<file path="config.mk">
export PLATFORM = sky130hd
export DESIGN_NAME = pwm_multi_channel_gen
export DESIGN_NICKNAME = d
export VERILOG_FILES = /design/src/rtl/pwm_multi_channel_gen_pkg.sv /design/src/rtl/pwm_btn_debounce.sv /design/src/rtl/pwm_multi_channel_gen.sv
export SDC_FILE = /design/constraint.sdc
export NUM_CORES = 1
export LEC_CHECK = 0
export CAP_MARGIN = 40
export CORE_ASPECT_RATIO = 1.25
export CORE_MARGIN = 1
export CORE_UTILIZATION = 29
export CTS_CLUSTER_SIZE = 14
export DETAILED_ROUTE_END_ITERATION = 16
export DONT_BUFFER_PORTS = 1
export SLEW_MARGIN = 20
export SYNTH_ARGS = -nofsm -noshare
export SYNTH_HDL_FRONTEND = slang
export SYNTH_SLANG_ARGS = --single-unit
</file>
<file path="constraint.sdc">
create_clock -name clk -period 2.9 [get_ports clk]
set_input_delay 0.29 -clock clk [delete_from_list [all_inputs] [get_ports clk]]
set_output_delay 0.29 -clock clk [all_outputs]
set_load 0.01 [all_outputs]
</file>
<file path="src/rtl/pwm_multi_channel_gen_pkg.sv">
// Shared constants, direction encoding and width helpers for the multi-channel PWM generator.
package pwm_multi_channel_gen_pkg;

  localparam int unsigned PWM_MODE_EDGE   = 0;
  localparam int unsigned PWM_MODE_CENTER = 1;

  // Direction of the shared period counter.
  typedef enum logic [0:0] {
    StUp,
    StDown
  } pwm_dir_e;

  // Ceiling log2, usable in constant expressions.
  function automatic int unsigned pwm_clog2(input int unsigned value);
    int unsigned width;
    width = 0;
    while ((32'd1 << width) < value) begin
      width++;
    end
    return width;
  endfunction

  // Channel-select width; never narrower than one bit.
  function automatic int unsigned pwm_sel_width(input int unsigned channels);
    return (channels > 1) ? pwm_clog2(channels) : 1;
  endfunction

endpackage

</file>
<file path="src/rtl/pwm_btn_debounce.sv">
// Button conditioner: 2-FF synchroniser, stable-sample counter, one-cycle press pulse on the
// rising edge of the debounced level.
module pwm_btn_debounce
  import pwm_multi_channel_gen_pkg::*;
#(
  parameter int unsigned DEBOUNCE_CYCLES = 4
) (
  input  logic clk,
  input  logic rst_n,
  input  logic btn_raw,
  output logic press
);

  localparam int unsigned CW = pwm_clog2(DEBOUNCE_CYCLES + 1);
  localparam logic [CW-1:0] CntLast = CW'(DEBOUNCE_CYCLES - 1);
  localparam logic [CW-1:0] CntOne  = CW'(1);

  logic [1:0]    sync_q;
  logic          level_q, level_d;
  logic          press_q, press_d;
  logic [CW-1:0] stable_cnt_q, stable_cnt_d;

  // Bring the asynchronous button into the clock domain.
  always_ff @(posedge clk or negedge rst_n) begin
    if (!rst_n) begin
      sync_q <= 2'b00;
    end else begin
      sync_q <= {sync_q[0], btn_raw};
    end
  end

  // Count consecutive samples disagreeing with the accepted level; flip on the last one.
  always_comb begin
    level_d      = level_q;
    stable_cnt_d = '0;
    press_d      = 1'b0;
    if (sync_q[1] != level_q) begin
      if (stable_cnt_q == CntLast) begin
        level_d = sync_q[1];
        press_d = sync_q[1];
      end else begin
        stable_cnt_d = stable_cnt_q + CntOne;
      end
    end
  end

  // Debounce state and registered press pulse.
  always_ff @(posedge clk or negedge rst_n) begin
    if (!rst_n) begin
      level_q      <= 1'b0;
      stable_cnt_q <= '0;
      press_q      <= 1'b0;
    end else begin
      level_q      <= level_d;
      stable_cnt_q <= stable_cnt_d;
      press_q      <= press_d;
    end
  end

  assign press = press_q;

endmodule

</file>
<file path="src/rtl/pwm_multi_channel_gen.sv">
// N-channel PWM generator: shared period counter (edge or centre aligned), per-channel
// shadow/active duty registers stepped by debounced buttons, registered compare outputs.
module pwm_multi_channel_gen
  import pwm_multi_channel_gen_pkg::*;
#(
  parameter int unsigned CHANNELS        = 4,
  parameter int unsigned PERIOD          = 10,
  parameter int unsigned DUTY_STEP       = 1,
  parameter int unsigned INIT_DUTY       = 5,
  parameter int unsigned DEBOUNCE_CYCLES = 4,
  parameter int unsigned CENTER_ALIGNED  = PWM_MODE_EDGE,
  localparam int unsigned DW = pwm_clog2(PERIOD + 1),
  localparam int unsigned SW = pwm_sel_width(CHANNELS)
) (
  input  logic                clk,
  input  logic                rst_n,
  input  logic                btn_increase,
  input  logic                btn_decrease,
  input  logic [SW-1:0]       ch_sel,
  output logic [CHANNELS-1:0] PWM_OUT,
  output logic [DW-1:0]       duty_rd,
  output logic                period_start
);

  localparam int unsigned CW  = pwm_clog2(PERIOD);
  localparam int unsigned DWX = DW + 1;
  localparam logic [CW-1:0]  CntMax   = CW'(PERIOD - 1);
  localparam logic [CW-1:0]  CntOne   = CW'(1);
  localparam logic [DWX-1:0] PeriodX  = DWX'(PERIOD);
  localparam logic [DWX-1:0] StepX    = DWX'(DUTY_STEP);
  localparam logic [DW-1:0]  InitDuty = DW'(INIT_DUTY);
  localparam bit             Centre   = (CENTER_ALIGNED == PWM_MODE_CENTER);

  logic [1:0]          rst_sync_q;
  logic                rst_int_n;
  logic                inc_press, dec_press;
  pwm_dir_e            dir_q, dir_d;
  logic [CW-1:0]       cnt_q, cnt_d;
  logic                boundary;
  logic [DW-1:0]       shadow_q [CHANNELS];
  logic [DW-1:0]       shadow_d [CHANNELS];
  logic [DW-1:0]       active_q [CHANNELS];
  logic [DW-1:0]       active_d [CHANNELS];
  logic [CHANNELS-1:0] pwm_q, pwm_d;
  logic                period_start_q;

  // Saturating duty step in DW+1 bits so the increment cannot wrap.
  function automatic logic [DW-1:0] step_duty(input logic [DW-1:0] duty, input logic up);
    logic [DWX-1:0] wide;
    wide = {1'b0, duty};
    if (up) begin
      wide = wide + StepX;
      if (wide > PeriodX) begin
        wide = PeriodX;
      end
    end else begin
      wide = (wide < StepX) ? '0 : wide - StepX;
    end
    return wide[DW-1:0];
  endfunction

  // Reset asserts asynchronously and releases synchronously to the rest of the block.
  always_ff @(posedge clk or negedge rst_n) begin
    if (!rst_n) begin
      rst_sync_q <= 2'b00;
    end else begin
      rst_sync_q <= {rst_sync_q[0], 1'b1};
    end
  end

  assign rst_int_n = rst_sync_q[1];

  pwm_btn_debounce #(
    .DEBOUNCE_CYCLES(DEBOUNCE_CYCLES)
  ) u_db_inc (
    .clk    (clk),
    .rst_n  (rst_int_n),
    .btn_raw(btn_increase),
    .press  (inc_press)
  );

  pwm_btn_debounce #(
    .DEBOUNCE_CYCLES(DEBOUNCE_CYCLES)
  ) u_db_dec (
    .clk    (clk),
    .rst_n  (rst_int_n),
    .btn_raw(btn_decrease),
    .press  (dec_press)
  );

  // Counter/direction state register.
  always_ff @(posedge clk or negedge rst_int_n) begin
    if (!rst_int_n) begin
      dir_q <= StUp;
      cnt_q <= '0;
    end else begin
      dir_q <= dir_d;
      cnt_q <= cnt_d;
    end
  end

  // Next count: sawtooth in edge mode, triangle turning at PERIOD-1 and 0 in centre mode.
  always_comb begin
    dir_d = dir_q;
    cnt_d = cnt_q;
    if (!Centre) begin
      dir_d = StUp;
      cnt_d = (cnt_q == CntMax) ? '0 : cnt_q + CntOne;
    end else begin
      unique case (dir_q)
        StUp: begin
          if (cnt_q == CntMax) begin
            cnt_d = cnt_q - CntOne;
            // With PERIOD=2 the turn lands straight back on 0, which always counts up.
            dir_d = (cnt_q == CntOne) ? StUp : StDown;
          end else begin
            cnt_d = cnt_q + CntOne;
          end
        end
        StDown: begin
          cnt_d = cnt_q - CntOne;
          if (cnt_q == CntOne) begin
            dir_d = StUp;
          end
        end
        default: begin
          dir_d = StUp;
          cnt_d = '0;
        end
      endcase
    end
  end

  // Period boundary: counter at 0 heading up.
  always_comb begin
    boundary = (cnt_q == '0) && (dir_q == StUp);
  end

  // Shadow update for the selected channel; out-of-range selects match no channel.
  always_comb begin
    for (int i = 0; i < CHANNELS; i++) begin
      shadow_d[i] = shadow_q[i];
      if ((ch_sel == SW'(i)) && (inc_press ^ dec_press)) begin
        shadow_d[i] = step_duty(shadow_q[i], inc_press);
      end
    end
  end

  // Active duties follow the shadows only at a boundary; the compare uses the new value there.
  always_comb begin
    for (int i = 0; i < CHANNELS; i++) begin
      active_d[i] = boundary ? shadow_q[i] : active_q[i];
      pwm_d[i]    = (DW'(cnt_q) < active_d[i]);
    end
  end

  // Duty registers, registered outputs and period pulse.
  always_ff @(posedge clk or negedge rst_int_n) begin
    if (!rst_int_n) begin
      for (int i = 0; i < CHANNELS; i++) begin
        shadow_q[i] <= InitDuty;
        active_q[i] <= InitDuty;
      end
      pwm_q          <= '0;
      period_start_q <= 1'b0;
    end else begin
      for (int i = 0; i < CHANNELS; i++) begin
        shadow_q[i] <= shadow_d[i];
        active_q[i] <= active_d[i];
      end
      pwm_q          <= pwm_d;
      period_start_q <= boundary;
    end
  end

  // Read-back of the selected channel's active duty.
  always_comb begin
    duty_rd = '0;
    for (int i = 0; i < CHANNELS; i++) begin
      if (ch_sel == SW'(i)) begin
        duty_rd = active_q[i];
      end
    end
  end

  assign PWM_OUT      = pwm_q;
  assign period_start = period_start_q;

endmodule

</file>
==> flow_metrics.py <==
metrics = {
    "timing": {
        "tns_ns": 0,
        "skew_ns": 0.00844,
        "max_slew_margin": 0.508,
        "period_minus_slack_ns": 2.20,
        "fin_crit_sh": 0.759,
        "finalSetupViolCount": 0,
        "fmax_mhz": 454,
        "grt_setup_unrepaired": "no",
        "worst_pin_slew_ns": 0.737,
        "holdWs_ns": 0.0584,
        "slew_violations": 0,
        "worst_slack_ns": 0.699,
        "hold_viol_final": 0,
    },
    "clock_network": {
        "cts_buffers": 9,
        "hold_buffers": 3,
        "cts.sinks": 57,
        "path_clk_slew_ns": 0.05,
        "clk_path_buf_depth": 2,
        "cts_tree": "built",
        "h-tree-depth": 3,
        "cts_resized": 0,
        "post-cts-setup-buffer-count": 0,
        "clk_latency_ns": 0.33,
        "cts-root-buf": "clkbuf_16",
    },
    "placed_design": {
        "dp.cells": 432,
        "placed_area_um2": 3440,
        "detailed_place_hpwl_um": 4770,
        "port_buffers": 0,
        "pre_cts_slack_ns": 0.691,
        "gp_congestion": 0.766,
    },
    "global_routing": {
        "grt_pass1_wl_um": 11200,
        "antenna_found_initial": 0,
        "grt_max_degree": 36,
        "grt_pass1_vias": 2202,
        "gr-usage-all-layers": 0.119,
        "grt_overflow": 0,
    },
    "detailed_routing": {
        "firstDrtPassIters": 4,
        "via_count": 2320,
        "avgRoutedWirePerCell_um": 14.9,
        "drc": 0,
        "viasPerCell": 5.13,
        "ant_nets": 0,
        "first_iter_violations": 256,
        "routed_wl_um": 6720,
    },
    "yosys": {
        "synthDominantCellAreaShare": 0.311,
        "synth_warnings": 0,
        "syn_area_um2": 3300,
        "seq_area_frac_synth": 0.438,
        "synth-main-ff-cell": "dfrtp_1",
        "synthTopCellsByArea": "dfrtp_1 31%, dfstp_2 13%, ha_1 9.9%",
        "syn_area_per_cell_um2": 10.7,
        "ys_ff_latch": 57,
        "syn_inst": 308,
        "async_flop_share": 1.00,
        "synth-edff-count": 0,
        "synth.distinct_cells": 51,
        "yosys.area.top_type": "dfrtp_1",
        "syn-num-nets": 340,
    },
    "die": {
        "dieWidth_um": 97.4,
        "start_util": 0.298,
        "io_pins": 15,
        "core_um2": 11100,
        "fp.dieArea_um2": 11800,
        "chipHeight_um": 121,
        "rows": 43,
    },
    "critical_path": {
        "arrival_ns": 2.44,
        "crit_path_start_kind": "register",
        "critPathMaxFanout": 17,
        "crit_type": "reg -> reg",
        "endpoint_kind": "register",
        "required_ns": 3.14,
    },
    "pwr": {
        "total_power_mw": 3.34,
        "p_leak_nw": 1.60,
        "powerDensity_nw_per_um2": 881,
        "ir_worst_vdd_mv": 0.375,
    },
    "outcome": {
        "status": "finished, final reports clean",
    },
    "cells_and_area": {
        "syn_to_final_growth_pct": 14.9,
        "fill_cells": 1107,
        "finish.utilization": 0.342,
        "fin_area_um2": 3790,
        "stdcell_count": 452,
        "antenna_cells": 0,
        "multi_input_area_um2": 1690,
        "drive_gt1_frac": 0.189,
        "fin_nets": 344,
        "regArea_um2": 1450,
    },
    "flow_run": {
        "cap_violations": 0,
    },
    "hold_path": {
        "hold_class": "reg -> async",
    },
}
## power by group
part	internal [mW]	switching (mW)	total, mW
clock	0.688	0.375	1.06
sequential	1.05	0.261	1.32
combinational	0.466	0.498	0.963
total	2.21	1.13	3.34
## kinds of logic (layout without fill, tap and decap cells)
kind of cell    count (synthesis)  after routing  synth area share
other cells                     1              1           0.00114
simple gates                   73             73             0.126
xor+xnor                        9              9            0.0239
fa+ha+maj                      26             26            0.0985
mux                            24             24            0.0951
buf+inv                        42             51            0.0489
flops                          57             57             0.438
compound gates                 76             76             0.168
## layout by cell type (no fill, tap or decap), types with 2 or more instances in the layout
master | Yosys | routed
buf_4 | 1 | 3
xor2_1 | 4 | 4
clkbuf_16 | 0 | 9
dlygate4sd3_1 | 0 | 3
nor3b_1 | 4 | 4
xnor2_1 | 5 | 5
nor2b_1 | 5 | 5
a22o_1 | 5 | 5
mux2_4 | 4 | 4
o22ai_1 | 2 | 2
inv_1 | 24 | 24
or3_1 | 3 | 3
a31o_2 | 3 | 3
ha_1 | 26 | 26
nand2b_1 | 6 | 6
and3b_1 | 3 | 3
mux2_2 | 3 | 3
clkinvlp_4 | 0 | 2
nor3_1 | 6 | 6
o21ai_0 | 4 | 4
mux2i_1 | 13 | 13
inv_2 | 4 | 4
a211oi_2 | 4 | 4
a21oi_1 | 13 | 13
a311oi_1 | 5 | 5
a21o_1 | 8 | 8
a22oi_1 | 3 | 3
mux4_2 | 4 | 4
dfrtp_1 | 41 | 40
clkinv_4 | 0 | 2
o21ai_1 | 3 | 3
a211oi_1 | 5 | 5
o211ai_1 | 2 | 2
nand3_1 | 8 | 8
nand2_1 | 11 | 11
nor2_1 | 14 | 14
o31ai_1 | 3 | 3
nand3b_1 | 8 | 8
dfstp_2 | 16 | 16
a31oi_1 | 8 | 8
## Yosys cell counts, types with 8 or more instances
library cell,n
a21o_1,8
a21oi_1,13
a31oi_1,8
clkbuf_1,13
dfrtp_1,41
dfstp_2,16
ha_1,26
inv_1,24
mux2i_1,13
nand2_1,11
nand3_1,8
nand3b_1,8
nor2_1,14
## per-layer routing
metal | track usage | part of all wire | vias up
met2 | 0.186 | 0.47 | 51
met3 | 0.0300 | 0.059 | 8
met4 | 0.0469 | 0.014 | 0
met1 | 0.159 | 0.46 | 1131
li1 | - | - | 1130
met5 | 0 | 0 | -
## flip-flops by register name, indices dropped and copies added, names as in the netlist
signal,cells
u_db_dec.level_q,1
u_db_dec.sync_q,2
u_db_inc.press,1
active_q,16
u_db_inc.stable_cnt_q,3
u_db_dec.press,1
cnt_q,4
u_db_dec.stable_cnt_q,3
shadow_q,16
u_db_inc.level_q,1
u_db_inc.sync_q,2
PWM_OUT,4
period_start,1
rst_sync_q,2
## critical path, cell delays in order (launching register included)
cell,delay (ns)
dfrtp_1,0.51
nor4_4,0.29
buf_4,0.32
mux2i_1,0.31
ha_1,0.29
a21o_1,0.19
a211oi_2,0.21
## final cells by class
cell class | instances | area share
tap | 135 | 0.0445
inverter | 28 | 0.0277
clock buffer | 10 | 0.0630
clock inverter | 6 | 0.0178
sequential | 57 | 0.381
timing repair buffer | 7 | 0.0191
multi-input combinational | 209 | 0.446
## worst paths after layout
check	to	cells past startpoint	slack (ns)	start
worst max register to register	PWM_OUT[0]	6	0.70	cnt_q[1]
min in group clk	shadow_q[9]	2	0.23	ch_sel[1]
max in group asynchronous	shadow_q[10]	1	2.33	rst_sync_q[1]
worst min-delay path	PWM_OUT[2]	0	0.06	rst_sync_q[1]
worst min register to register	PWM_OUT[2]	0	0.06	rst_sync_q[1]
worst max-delay path	PWM_OUT[0]	6	0.70	cnt_q[1]
Note: power is estimated with default switching activity, not from simulation.
